[src/rtl/ex_stage.sv]
// Execute stage: single-cycle ALU plus an optional 32-step shift-add multiplier.
// Define EX_STAGE_MUL_EN to build the iterative MUL; otherwise MUL returns 0 in one cycle.
module ex_stage #(
  parameter int DATA_W = 32
) (
  input  logic              clk,
  input  logic              rst,
  input  logic [DATA_W-1:0] data_1_in,
  input  logic [DATA_W-1:0] data_2_in,
  input  logic [4:0]        rd_in,
  input  logic [2:0]        op_in,
  input  logic              valid_in,
  output logic [DATA_W-1:0] result_out,
  output logic [4:0]        rd_out,
  output logic              valid_out,
  output logic              stall_out
);

  localparam logic [2:0] OP_ADD = 3'd0;
  localparam logic [2:0] OP_SUB = 3'd1;
  localparam logic [2:0] OP_AND = 3'd2;
  localparam logic [2:0] OP_OR  = 3'd3;
  localparam logic [2:0] OP_XOR = 3'd4;
  localparam logic [2:0] OP_SLT = 3'd5;
  localparam logic [2:0] OP_SLL = 3'd6;
  localparam logic [2:0] OP_MUL = 3'd7;

  function automatic logic [DATA_W-1:0] alu(input logic [2:0] op,
                                            input logic [DATA_W-1:0] a,
                                            input logic [DATA_W-1:0] b);
    logic signed [DATA_W-1:0] sa;
    logic signed [DATA_W-1:0] sb;
    sa = a;
    sb = b;
    case (op)
      OP_ADD:  alu = a + b;
      OP_SUB:  alu = a - b;
      OP_AND:  alu = a & b;
      OP_OR:   alu = a | b;
      OP_XOR:  alu = a ^ b;
      OP_SLT:  alu = (sa < sb) ? {{(DATA_W-1){1'b0}}, 1'b1} : '0;
      OP_SLL:  alu = a << b[4:0];
      default: alu = '0;
    endcase
  endfunction

  logic [DATA_W-1:0] result_q, result_d;
  logic [4:0]        rd_q, rd_d;
  logic              valid_q, valid_d;

`ifdef EX_STAGE_MUL_EN
  typedef enum logic {S_IDLE, S_MUL_BUSY} state_e;

  state_e            state_q, state_d;
  logic [4:0]        cnt_q, cnt_d;
  logic [DATA_W-1:0] acc_q, acc_d;
  logic [DATA_W-1:0] mca_q, mca_d;
  logic [DATA_W-1:0] mcb_q, mcb_d;
  logic [4:0]        mrd_q, mrd_d;
  logic [DATA_W-1:0] step;
  logic              stall_c;

  always_comb begin
    state_d  = state_q;
    cnt_d    = cnt_q;
    acc_d    = acc_q;
    mca_d    = mca_q;
    mcb_d    = mcb_q;
    mrd_d    = mrd_q;
    result_d = result_q;
    rd_d     = rd_q;
    valid_d  = 1'b0;
    stall_c  = 1'b0;
    // mca/mcb shift each step so bit 0 of mcb selects the correctly aligned A
    step     = acc_q + (mcb_q[0] ? mca_q : '0);
    case (state_q)
      S_IDLE: begin
        if (valid_in) begin
          if (op_in == OP_MUL) begin
            stall_c = 1'b1;
            state_d = S_MUL_BUSY;
            cnt_d   = '0;
            acc_d   = '0;
            mca_d   = data_1_in;
            mcb_d   = data_2_in;
            mrd_d   = rd_in;
          end else begin
            result_d = (rd_in == 5'd0) ? '0 : alu(op_in, data_1_in, data_2_in);
            rd_d     = rd_in;
            valid_d  = 1'b1;
          end
        end
      end
      S_MUL_BUSY: begin
        acc_d = step;
        mca_d = mca_q << 1;
        mcb_d = mcb_q >> 1;
        cnt_d = cnt_q + 5'd1;
        if (cnt_q == 5'd31) begin
          state_d  = S_IDLE;
          result_d = (mrd_q == 5'd0) ? '0 : step;
          rd_d     = mrd_q;
          valid_d  = 1'b1;
        end else begin
          stall_c = 1'b1;
        end
      end
      default: state_d = S_IDLE;
    endcase
  end

  always_ff @(posedge clk or negedge rst) begin
    if (!rst) begin
      state_q <= S_IDLE;
      cnt_q   <= '0;
      acc_q   <= '0;
    end else begin
      state_q <= state_d;
      cnt_q   <= cnt_d;
      acc_q   <= acc_d;
    end
  end

  always_ff @(posedge clk) begin
    mca_q <= mca_d;
    mcb_q <= mcb_d;
    mrd_q <= mrd_d;
  end

  // Gated by rst so an aborted multiply releases upstream immediately
  assign stall_out = rst & stall_c;
`else
  always_comb begin
    result_d = result_q;
    rd_d     = rd_q;
    valid_d  = 1'b0;
    if (valid_in) begin
      result_d = (rd_in == 5'd0) ? '0 : alu(op_in, data_1_in, data_2_in);
      rd_d     = rd_in;
      valid_d  = 1'b1;
    end
  end

  assign stall_out = 1'b0;
`endif

  always_ff @(posedge clk or negedge rst) begin
    if (!rst) begin
      result_q <= '0;
      rd_q     <= '0;
      valid_q  <= 1'b0;
    end else begin
      result_q <= result_d;
      rd_q     <= rd_d;
      valid_q  <= valid_d;
    end
  end

  assign result_out = result_q;
  assign rd_out     = rd_q;
  assign valid_out  = valid_q;

endmodule

[config.mk]
export PLATFORM = sky130hd
export DESIGN_NAME = ex_stage
export DESIGN_NICKNAME = d
export VERILOG_FILES = /design/src/rtl/ex_stage.sv
export SDC_FILE = /design/constraint.sdc
export NUM_CORES = 1
export LEC_CHECK = 0
export ABC_CLOCK_PERIOD_IN_PS = 3300
export CAP_MARGIN = 10
export CORE_ASPECT_RATIO = 0.6
export CORE_MARGIN = 5
export CORE_UTILIZATION = 40
export CTS_CLUSTER_SIZE = 14
export DETAILED_ROUTE_END_ITERATION = 8
export RECOVER_POWER = 100
export SYNTH_ARGS = -nofsm -noshare
export SYNTH_HDL_FRONTEND = slang
export SYNTH_SLANG_ARGS = --single-unit
[constraint.sdc]
create_clock -name clk -period 3.3 [get_ports clk]
set_input_delay 0.66 -clock clk [delete_from_list [all_inputs] [get_ports clk]]
set_output_delay 0.66 -clock clk [all_outputs]
set_load 0.02 [all_outputs]
# [Word level (Yosys, flattened, before mapping)]
# Index checks and enable logic that the tools add are counted.
[op_classes] reduce_logical=2 bitwise_logic=3 magnitude_cmp=1 shift=1 addsub=2 mux=4 eq_ne=6
[op_table] cell="$pmux W32 S7" count=1
[op_table] cell="$add A32 B32 Y32" count=1
[op_table] cell="$and A32 B32 Y32" count=1
[op_table] cell="$lt A32 B32 Y1" count=1
[op_table] cell="$mux W32" count=1
[op_table] cell="$or A32 B32 Y32" count=1
[op_table] cell="$shl A32 B5 Y32" count=1
[op_table] cell="$sub A32 B32 Y32" count=1
[op_table] cell="$xor A32 B32 Y32" count=1
[op_table] cell="$eq A3 B3 Y1 const B" count=3
[op_table] cell="$eq A3 B2 Y1 const B" count=2
[op_table] cell="$logic_not A5 Y1" count=1
[op_table] cell="$eq A3 B1 Y1 const B" count=1
[op_table] cell="$logic_not A3 Y1" count=1
[op_table] cell="$mux W1" count=2
[word_totals] wordCells=22 regBits=38 out_inout_bits=39 inputBits=75

# [Depth between registers and ports, before layout]
[logic_depth] depth_word=4 depth_mapped=12 ltp_nobuf=11

# [Least setup slack after synthesis]
# No wires, ideal clock.
[synth_path] path_kind="in2reg" start="in data_2_in[3]" end="reg result_q[27], in the netlist result_out[27]" path_slack_ns=-0.034 t_arrival_ns=3.194 cell_stages=12 setup_ns=0.140 cell_sequence="clkbuf_1 -> clkinv_1 -> clkbuf_1 -> ha_1 -> inv_1 -> o221ai_1 -> a211oi_1 -> o211ai_1 -> a31o_2 -> a311oi_1 -> a22o_1 -> a211oi_1"
[synth_via] elab_chain_len=3
[synth_lines] item="start, declared" line="9" rtl="input logic [DATA_W-1:0] data_2_in,"
[synth_lines] item="$sub A32 B32 Y32 (tied with other cells)" line="37" rtl="OP_SUB: alu = a - b;"
[synth_lines] item="$pmux W32 S7 (*)" line="35" rtl="case (op)"
[synth_lines] item="$mux W32 (*)" line="138" rtl="result_d = (rd_in == 5'd0) ? '0 : alu(op_in, data_1_in, data_2_in);"
[synth_lines] item="end signal, assigned" line="153" rtl="result_q <= result_d;"
[synth_lines] item="end, declared" line="47" rtl="logic [DATA_W-1:0] result_q, result_d;"
# Every way passes the cells marked *; elsewhere a longest branch is shown, timed or not.
# A chain may end at the register's enable or synchronous reset.

# [Final worst setup path]
[layout_path] start="in data_2_in[5]" end="reg result_q[23], in the netlist result_out[23]"
[layout_via] elab_chain_len=3
[layout_lines] item="$sub A32 B32 Y32 or $add A32 B32 Y32 (tied branches)" line="37, 36"
[layout_lines] item="$pmux W32 S7 (*)" line="35"
[layout_lines] item="$mux W32 (*)" line="138"
# Marked as above.

==> metrics <==
critical path endpoint category=flop; largest net degree at the start of global routing=39; drt pass-1 iters=6; Routed WL=45.1 mm; skew final=0 ns; Num CTS Buffers=5; Reg clk slew, reported paths=~0.070 ns; Layout fillers=1862; Final Util=64.7%; Overflow after GRT=0; Max-slew headroom=-53.3%; Slew @ Worst Pin=2.30 ns; cts hold-fix bufs=0; routability cong.=1.06; drt via density=6.08; syn nets=around 1.3k; fin. max-slew vios=39; setup_tns=0 ns; Die Span X=199 µm; drt drc=0; share of the synthesized area in the top cell type=between 10% and 20%; height of the die=123 µm; post-DR wirelength/cell=23.9 µm; drt initial violations=roughly 1.5k; highest clock rate=0.304 GHz; # IOs=114; Antenna Cells=0; Cell Area, Synth=8570 µm²; final setup violation count=0; port bufs=~110; crit-path max FO=4; area leader, netlist=ha_1; unrepaired setup endpoints after global routing=yes; failing checks=capacitance limit, slew limit; Yosys Warn Count=0; count leader, synth=ha_1; sequential fraction of the synthesis area=11.1%; Multi-input gate area=7460 µm²; asr flop ratio synth=between 90% and 100%; period utilization=about 100%; Commonest cells post-synth=114 x ha_1, 104 x a21oi_1, 103 x inv_1; total power=approximately 3.7 mW; met3 Usage GRT=17.5%; Antenna Nets Post-Route=0; ys flop type=dfrtp_1; Die ar.=24600 µm²; Netlist cell types=between 70 and 80; WS Path Type=in -> reg; Yosys reg bits=38; GRT Overall Usage=35.8%; syn_area_per_cell=7.47 µm²; Gate Count Post-Synth=~1.1k; antenna violations before repair=4; M1 GR Usage=55.5%; Arrival @ worst endpoint=3.50 ns; Area Overhead vs Synth=58.7%; top cells by area, synth=ha_1 17%, dfrtp_1 11%, a21oi_1 6.1%; power per cell area=roughly 270 nW/µm²; Root Driver=clkbuf_16; status=complete, but fails checks; Most Crowded Layer GR=met1; CTS Sinks=38; DP HPWL=37.5 mm; num rows=41; Worst-Skew Late Latency=around 0.29 ns; Initial Util=40.8%; CTS tree=built; max cap viols=1; Hold Crit Class=reg -> reg; Critical Path Source Type=primary input; final hold violations=0; Pleak=6.40 nW; vias=11.5k; total area of sequential cells=951 µm²; Max VDD drop=roughly 210 µV; WP data required=3.52 ns; EDFF count, synth=0; number of global-route vias before repair=10.6k; Clock Path Buffers=2; Period minus WS final=3.29 ns; first-pass GRT wire length=approximately 66 mm; area of the core=21000 µm²; layout cell share with drive strength beyond 1=35.5%; Nets=1797; GR Layer Usage met2=44.3%; H-Tree Depth=2
## placed cells by master (no fill, tap or decap), types with 7 or more instances in the layout
cell type,instances
o22ai_1,17
or2_2,8
a21o_1,12
xnor2_1,16
nor2b_1,12
inv_2,8
nor3_1,24
a21oi_1,94
a22oi_1,34
buf_4,405
dlygate4sd3_1,39
nand2_1,88
o221ai_1,25
dfrtp_1,38
a21oi_2,9
o21bai_1,18
mux2_2,20
ha_4,13
ha_1,95
inv_1,97
nor2_1,90
nand3_1,23
nor4_1,7
clkdlybuf4s50_1,56
a31oi_1,12
dlymetal6s2s_1,10
nand4_1,11
o21ai_1,7
o2bb2ai_1,7
and3_1,10
mux2i_1,24
a211oi_1,10
a221oi_1,10
o211ai_1,18
mux4_2,23
o21ai_0,44
## logic make-up (layout without fill, tap and decap cells)
logic type	count (synthesis)	in the layout	share of synthesized area, %
multiplexers	70	70	11.9
adder cells (fa/ha/maj)	116	116	17.1
flip-flops	38	38	11.1
XOR/XNOR	16	16	1.63
AO/OA/AOI/OAI	412	412	33.0
other	1	1	0.0437
AND/OR/NAND/NOR	312	312	17.0
buffers and inverters	183	642	8.26
## final cells by class
cell class              instances  area share, %
flip-flops and latches         38           6.99
well taps                     279           2.56
clock inverters                 3          0.506
repair buffers                527           31.2
clock buffers                   5          0.919
multi-input cells             927           54.8
inverters                     107           2.96
## per-layer routing
layer | wire (µm) | vias up
met1 | 20100 | 5393
li1 | - | 5192
met4 | 508 | 6
met2 | 16000 | 810
met3 | 8310 | 61
met5 | 99 | -
## timing repair
| action | CTS | global route |
|---|---|---|
| pin swaps | 7 | 29 |
| buffers inserted | 2 | 12 |
| setup endpoints to repair | 24 | 25 |
| resized for setup | 30 | 103 |
## worst max-delay path: stages
cell             delay [ns]
clkdlybuf4s50_1        0.49
inv_1                  0.07
ha_1                   0.21
nor2b_2                0.19
a311oi_2               0.25
buf_4                  0.16
a211oi_2               0.05
a211oi_2               0.37
buf_4                  0.21
o21ai_0                0.10
a22oi_1                0.26
mux2_4                 0.32
a211oi_2               0.18
## path summary, 6_finish.rpt
check | startpoint | to | slack (ns) | depth (start not counted)
min reg2reg | result_out[2] | result_out[2] | 0.48 | 1
max | data_2_in[5] | result_out[23] | 0.01 | 13
max reg2reg | result_out[27] | result_out[27] | 1.25 | 9
min | result_out[2] | result_out[2] | 0.48 | 1
min in group asynchronous | rst | result_out[7] | 1.04 | 1
max in group asynchronous | rst | valid_out | 0.93 | 1
## power breakdown
group,leakage (nW),switching (mW),internal [mW]
logic,5.82,1.35,1.15
registers,0.487,0.0514,0.530
clock network,0.0940,0.218,0.435
total,6.40,1.62,2.12
## flip-flops by register name, summed over array words and instances, names as in the netlist
name	flops
result_out	32
valid_out	1
rd_out	5
## per-stage QoR
stage	instance area (µm²)	cells	hold slack [ns]	setup slack, ns
3_5_place_dp	12800	1864	0.472	-0.589
3_3_place_gp	12800	1864	0.470	-0.548
4_1_cts	13100	1874	0.490	-0.0190
2_1_floorplan	8580	1148	0.364	0.0382
5_1_grt	13600	1886	0.510	-0.0487
6_report	13600	1886	0.477	0.0143
No activity file was read; power rests on OpenSTA's default activity.
